File: src/rtl/ft232h_cmd_parser.sv
// Frame decoder for the FT232H byte stream: sync hunt, cmd/len/payload extraction,
// 8-bit additive checksum verification and inter-byte timeout.
module ft232h_cmd_parser #(
  parameter logic [7:0]  SYNC_BYTE   = 8'hAA,
  parameter int unsigned MAX_LEN     = 16,
  parameter int unsigned TIMEOUT_CYC = 65535
) (
  input  logic       i_clk,
  input  logic       i_rst_n,
  input  logic       i_byte_valid,
  input  logic [7:0] i_byte,
  output logic [7:0] o_cmd,
  output logic [7:0] o_len,
  output logic       o_pl_valid,
  output logic [7:0] o_pl_data,
  output logic [7:0] o_pl_idx,
  output logic       o_frame_done,
  output logic       o_frame_ok,
  output logic [1:0] o_err_code,
  output logic       o_busy
);

  typedef enum logic [2:0] {HUNT, CMD, LEN, PAYLOAD, CHK} state_t;

  localparam logic [19:0] GAP_TC = 20'(TIMEOUT_CYC - 1);
  localparam logic [7:0]  MAX_L  = 8'(MAX_LEN);

  state_t      state;
  logic [7:0]  sum;
  logic [7:0]  idx;
  logic [19:0] gap;

  always_ff @(posedge i_clk or negedge i_rst_n) begin
    if (!i_rst_n) begin
      state        <= HUNT;
      sum          <= '0;
      idx          <= '0;
      gap          <= '0;
      o_cmd        <= '0;
      o_len        <= '0;
      o_pl_valid   <= 1'b0;
      o_pl_data    <= '0;
      o_pl_idx     <= '0;
      o_frame_done <= 1'b0;
      o_frame_ok   <= 1'b0;
      o_err_code   <= '0;
      o_busy       <= 1'b0;
    end else begin
      o_pl_valid   <= 1'b0;
      o_frame_done <= 1'b0;
      // A byte always wins over the timeout terminal count in the same cycle.
      if (i_byte_valid) begin
        gap <= '0;
        unique case (state)
          HUNT: begin
            if (i_byte == SYNC_BYTE) begin
              state  <= CMD;
              o_busy <= 1'b1;
            end
          end
          CMD: begin
            o_cmd <= i_byte;
            sum   <= i_byte;
            state <= LEN;
          end
          LEN: begin
            o_len <= i_byte;
            sum   <= sum + i_byte;
            if (i_byte > MAX_L) begin
              o_frame_done <= 1'b1;
              o_frame_ok   <= 1'b0;
              o_err_code   <= 2'd1;
              o_busy       <= 1'b0;
              state        <= HUNT;
            end else if (i_byte == 8'd0) begin
              state <= CHK;
            end else begin
              idx   <= '0;
              state <= PAYLOAD;
            end
          end
          PAYLOAD: begin
            o_pl_valid <= 1'b1;
            o_pl_data  <= i_byte;
            o_pl_idx   <= idx;
            sum        <= sum + i_byte;
            idx        <= idx + 8'd1;
            if (idx == o_len - 8'd1) state <= CHK;
          end
          CHK: begin
            o_frame_done <= 1'b1;
            o_frame_ok   <= (i_byte == sum);
            o_err_code   <= (i_byte == sum) ? 2'd0 : 2'd2;
            o_busy       <= 1'b0;
            state        <= HUNT;
          end
          default: state <= HUNT;
        endcase
      end else if (state != HUNT) begin
        if (gap == GAP_TC) begin
          gap          <= '0;
          o_frame_done <= 1'b1;
          o_frame_ok   <= 1'b0;
          o_err_code   <= 2'd3;
          o_busy       <= 1'b0;
          state        <= HUNT;
        end else begin
          gap <= gap + 20'd1;
        end
      end
    end
  end

endmodule
File: config.mk
export PLATFORM = sky130hd
export DESIGN_NAME = ft232h_cmd_parser
export DESIGN_NICKNAME = d
export VERILOG_FILES = /design/src/rtl/ft232h_cmd_parser.sv
export SDC_FILE = /design/constraint.sdc
export NUM_CORES = 1
export LEC_CHECK = 0
export CORE_AREA = 3 3 87 89
export DETAILED_ROUTE_END_ITERATION = 10
export DIE_AREA = 0 0 90 92
export GPL_ROUTABILITY_DRIVEN = 0
export PLACE_DENSITY = 0.93
export REMOVE_ABC_BUFFERS = 1
export SLEW_MARGIN = 20
export SYNTH_ARGS = -nofsm -noshare
export SYNTH_HDL_FRONTEND = slang
export SYNTH_SLANG_ARGS = --single-unit
File: constraint.sdc
create_clock -name i_clk -period 2.66 [get_ports i_clk]
set_input_delay 0.665 -clock i_clk [delete_from_list [all_inputs] [get_ports i_clk]]
set_output_delay 0.665 -clock i_clk [all_outputs]
set_load 0.02 [all_outputs]
==> summary.txt, run 1 <==
Synth Warn #: 0
Hold WC Path Type: in2async
f_max: 424 MHz
Leak: 2.24 nW
Worst Setup End Kind: register
dpl hpwl: 7.11 mm
CTS Root Cell: clkbuf_8
setup TNS: 0 ps
drt drc: 0
reg2reg path depth: 7
Clock Sinks: 77
standard-cell rows: 30
period utilization: 0.887
GRT met3 Usage: 0.0435
Max stage delay cell, worst path: clkdlybuf4s50_1
cts repair resizes: 0
Routed WL: 9.98 mm
EDFF count, synth: 0
Max-slew headroom: 0.619
Core Util, Final: 0.742
Worst-Skew Late Latency: 360 ps
Place WS: -18.5 ps
DR iter-0 viols: 239
vias in the first global route: 3525
IO Pins: 49
GRT Max-Usage Layer: met2
vias: 3597
FF+latch count, synth: 77
wire per inst: 16.6 um
Vias/cell: 5.99
CORE AREA: 6830 um2
measured slew at the worst slew-check pin: 572 ps
clock skew: 8.92 ps
clock slew seen by the registers of the worst setup and hold paths: 80 ps
Initial Util: 0.614
Max Slew Vio Count: 0
worst-case clock buffer depth: 2
crit path kind: in2reg
CP Depth: 9
met2 Resource Use GR: 0.418
1st-pass router iterations: 5
syn avg cell area: 9.58 um2
fin nets: 525
number of routed nets with antenna violations: 0
Inserted Diodes: 0
Die Wd: 90 um
Die ar.: 8280 um2
total power: 5.01 mW
largest net degree at the start of global routing: 52
crit-path max FO: 4
H-tree Lvls: 3
Post-CTS Hold Fix Bufs: 0
Area Overhead vs Synth: 20.8%
Num CTS Buffers: 9
RSZ-0062 raised after global routing: false
die span in y: 92 um
synth unique cells: 65
grt met1 use: 0.344
status: complete, no violations
asr flop ratio synth: 1.00
CP bufs+invs: 1
Final setup viols: 0
post-CTS setup buffers: 0
share of layout cells above drive strength 1: 0.147
Seq/Total Area, Yosys: 0.459
Hold Fails Final Rpt: 0
power density cells: 989 nW/um2
CTS tree: done
Mapped Cells: 438
Cell Area, Synth: 4190 um2
Min Hold Slack: 214 ps
GRT overflow: 0
Max IR drop VDD: 824 uV
Largest stage delay, worst path: 470 ps
main flop type after synthesis: dfrtp_1
Buffers on Ports: 48
fin crit period: 2360 ps
Final WS setup: 300 ps
worst path required time: 2940 ps
critical path, cell by cell: clkdlybuf4s50_1, ha_1, a21oi_1, o21ai_0, a21oi_1, o2bb2ai_1, nand2_1, a211o_1, o21ai_0
first-pass GRT wire length: 17.2 mm
initial antenna violation count: 0
delay-heaviest family, CP: compound AO/OA/AOI/OAI gates
Max Cap Viol: 0
CP Launch Type: input pin
Critical Path AT: 2640 ps
total track usage: 0.258
[cell families after synthesis]
logic type | Yosys count | synth area share
XOR/XNOR | 27 | 0.0564
AND/OR/NAND/NOR | 191 | 0.230
multiplexers | 20 | 0.0522
AO/OA/AOI/OAI | 80 | 0.131
adder cells (fa/ha/maj) | 12 | 0.0376
flip-flops | 77 | 0.459
buffers and inverters | 31 | 0.0337
[where the power goes]
group	internal [mW]	switching (mW)	total, mW
clock	0.420	0.425	0.845
sequential	1.50	0.373	1.88
combinational	1.07	1.22	2.29
[cells in the final DEF, fill, tap and decap left out, types with 11 or more instances in the layout]
cell	netlist	routed
a21oi_1	16	16
buf_4	5	20
clkdlybuf4s50_1	0	47
dfrtp_1	77	77
ha_1	11	11
inv_1	14	14
mux2_2	15	15
nand2_1	77	77
nand3_1	16	16
nor2_1	34	34
o21ai_0	27	27
xnor2_1	12	12
xor2_1	15	15
[registers in the layout, indices dropped and copies added, names as in the netlist]
name          count
gap              20
idx               8
o_cmd             8
o_len             8
o_pl_data         8
o_pl_idx          8
sum               8
state             3
o_err_code        2
o_busy            1
o_frame_done      1
o_frame_ok        1
o_pl_valid        1
[cell usage after synthesis (all sizes together) (7+ instances only)]
cell / n / area share
inv: 14 / 0.013
mux2: 15 / 0.040
ha: 11 / 0.033
nand3: 16 / 0.019
nor3: 12 / 0.018
nor2: 39 / 0.044
and3: 7 / 0.012
xnor2: 12 / 0.025
xor2: 15 / 0.031
a21oi: 16 / 0.019
nand2: 78 / 0.070
nand2b: 8 / 0.012
dfrtp: 77 / 0.46
buf: 11 / 0.016
o21ai: 29 / 0.036
nand4: 8 / 0.012
[layout make-up]
cell class | count | area [um2]
Inverter | 15 | 56.3
Timing Repair Buffer | 69 | 661
Sequential cell | 77 | 1930
Fill cell | 466 | 1760
Clock inverter | 5 | 53.8
Tap cell | 96 | 120
Clock buffer | 9 | 124
Multi-Input combinational cell | 330 | 2130
[through the flow]
stage | instances | cell area [um2]
5_1_grt | 601 | 5070
6_report | 601 | 5070
3_3_place_gp | 587 | 4890
3_5_place_dp | 587 | 4890
2_1_floorplan | 422 | 4110
4_1_cts | 601 | 5070
[final timing paths]
kind | startpoint | to | slack, ps
worst max-delay path | i_byte[1] | sum[7]$_DFFE_PN0P_ | 300
worst min-delay path | i_rst_n | o_pl_data[4]$_DFFE_PN0P_ | 210
worst max register to register | state[0]$_DFFE_PN0P_ | gap[17]$_DFFE_PN0P_ | 620
worst min register to register | o_pl_idx[4]$_DFFE_PN0P_ | o_pl_idx[4]$_DFFE_PN0P_ | 480
max in group asynchronous | i_rst_n | state[2]$_DFFE_PN0P_ | 1860
min in group i_clk | o_pl_idx[4]$_DFFE_PN0P_ | o_pl_idx[4]$_DFFE_PN0P_ | 480
[layer usage]
metal,part of all wire,up-vias
li1,-,1656
met1,0.43,1769
met2,0.48,147
met3,0.063,25
met4,0.023,0
met5,0,-
Power figures use the tool's default switching activity.
==> run 2: changes to the inputs <==
- SKIP_LAST_GASP: unset -> 1
==> results of run 2 <==
Final layout, timing and power as in run 1 (identical DEF).
==> run 3: changes to the inputs <==
- CTS_CLUSTER_SIZE: unset -> 30
- PLACE_DENSITY: 0.93 -> 0.87
==> run 3 against run 2 <==
Flip-flop and latch count stayed put. First-iteration DRC count is 7.1% higher. Power is 5.0% higher. Register-to-register slack hardly changed. Sequential share of layout area is 0.47 points lower. Sequential power hardly changed. Maximum frequency is 4.8% lower. Critical path depth stayed put. Global-route usage is 0.56 points higher. Clock-buffer cell count is 2 higher. Worst setup slack worse by 120 ps. Critical endpoint unchanged. Worst hold slack better by 32 ps.
==> summary.txt, run 3 (synthesis gave the netlist of run 1 again) <==
status: complete, no violations
period utilization: 0.932 (+0.0443)
Area Overhead vs Synth: 22.3%
measured slew at the worst slew-check pin: 591 ps (+19.2 ps)
Worst-Skew Late Latency: 360 ps (about the same)
max reg flops: 20 (unchanged)
delay-heaviest family, CP: compound AO/OA/AOI/OAI gates
Clock Sinks: 77 (unchanged)
clock slew seen by the registers of the worst setup and hold paths: 80 ps (about the same)
Biggest register: gap
CP bufs+invs: 1 (unchanged)
Hold Fails Final Rpt: 0 (unchanged)
DR iter-0 viols: 256 (+7.1%)
post-route cell area: 5130 um2 (+1.3%)
wire per inst: 16.9 um (+1.7%)
cts repair resizes: 0 (unchanged)
most frequent cells in the layout: 77 x nand2_1, 77 x dfrtp_1, 47 x clkdlybuf4s50_1, 34 x nor2_1, 27 x o21ai_0
dpl hpwl: 6.98 mm (-1.9%)
Die Wd: 90 um (unchanged)
post-CTS setup buffers: 0 (unchanged)
Initial Util: 0.614 (unchanged)
Final setup viols: 0 (unchanged)
total track usage: 0.264 (+0.00557)
fin crit period: 2480 ps (+118 ps)
RSZ-0062 raised after global routing: false
Die ar.: 8280 um2 (unchanged)
GRT overflow: 0 (unchanged)
Final Instance Count excl. Fillers: 603 (+0.33%)
H-tree Lvls: 3 (unchanged)
CTS Root Cell: clkbuf_8
Max IR drop VDD: 698 uV (-15%)
total power: 5.26 mW (+5.0%)
worst path required time: 2930 ps (about the same)
crit-path max FO: 5 (+1)
Inserted Diodes: 0 (unchanged)
largest net degree at the start of global routing: 46 (-12%)
critical path, cell by cell: clkdlybuf4s50_1, ha_1, a21oi_1, o21ai_0, a21oi_1, o2bb2ai_1, or3_1, a211o_1, o21ai_0
vias in the first global route: 3611 (+2.4%)
number of routed nets with antenna violations: 0 (unchanged)
Worst Setup End Kind: register
Max stage delay cell, worst path: clkdlybuf4s50_1
vias: 3554 (-1.2%)
Max-slew headroom: 0.606 (-0.0128)
Num CTS Buffers: 9 (unchanged)
standard-cell rows: 30 (unchanged)
crit path kind: in2reg
power density cells: 1030 nW/um2 (+3.7%)
Hold WC Path Type: in2async
1st-pass router iterations: 5 (unchanged)
clock skew: 7.78 ps (-1.14 ps)
CP Launch Type: input pin
Buffers on Ports: 48 (unchanged)
FILL cells: 489 (+4.9%)
share of layout cells above drive strength 1: 0.150 (+0.00337)
Routed WL: 10.2 mm (+2.0%)
Vias/cell: 5.89 (-1.5%)
drt drc: 0 (unchanged)
CTS tree: done
Leak: 2.27 nW (+1.5%)
Post-CTS Hold Fix Bufs: 0 (unchanged)
Core Util, Final: 0.751 (+0.00934)
placed cell areas: 4880 um2 (-0.10%)
Max Cap Viol: 0 (unchanged)
die span in y: 92 um (unchanged)
worst-case clock buffer depth: 2 (unchanged)
fin nets: 526 (+0.19%)
CORE AREA: 6830 um2 (unchanged)
Post-Place Cells: 588 (+0.17%)
CP Launch Point: i_byte[1]
Max Slew Vio Count: 0 (unchanged)
reg-to-reg startpoint: sum[2]$_DFFE_PN0P_
Critical Path AT: 2750 ps (+110 ps)
f_max: 404 MHz (-4.8%)
initial antenna violation count: 0 (unchanged)
IO Pins: 49 (unchanged)
Largest stage delay, worst path: 480 ps (about the same)
first-pass GRT wire length: 17.5 mm (+1.8%)
run 3: area by class of cell:
type                       instances  area, um2  share of cell area
multi-input combinational        330       2130               0.414
timing repair buffer              70        656               0.128
clock buffer                      11        151              0.0295
clock inverter                     4       95.1              0.0185
inverter                          15       56.3              0.0110
tap                               96        120              0.0234
sequential                        77       1930               0.376
run 3: through the flow:
| step | TNS, ps | worst slack, ps | hold WS [ps] |
|---|---|---|---|
| 2_1_floorplan | 0 | 556 | 369 |
| 3_3_place_gp | -9.45 | -9.45 | 458 |
| 3_5_place_dp | -143 | -78.2 | 462 |
| 4_1_cts | 0 | 206 | 256 |
| 5_1_grt | 0 | 86.3 | 262 |
| 6_report | 0 | 182 | 245 |
run 3: power breakdown:
| part | internal, mW | leakage, nW | switching, mW |
|---|---|---|---|
| clock network | 0.668 | 0.125 | 0.420 |
| logic | 1.07 | 1.14 | 1.24 |
| registers | 1.50 | 1.00 | 0.363 |
run 3: layer usage:
layer  up-vias  global-route usage  wire length (um)
li1       1658                   -                 -
met1      1724               0.346              4360
met2       154               0.439              5050
met3        18              0.0550               593
met4         0              0.0893               181
met5         -                   0                 0
run 3: path summary, 6_finish.rpt:
kind,to,cells after the start,slack [ps]
max reg2reg,sum[7]$_DFFE_PN0P_,8,610
min reg2reg,o_pl_data[0]$_DFFE_PN0P_,2,470
max,sum[7]$_DFFE_PN0P_,9,180
min,o_pl_data[7]$_DFFE_PN0P_,1,250
min in group i_clk,o_pl_data[0]$_DFFE_PN0P_,2,470
max in group asynchronous,gap[16]$_DFFE_PN0P_,2,1830
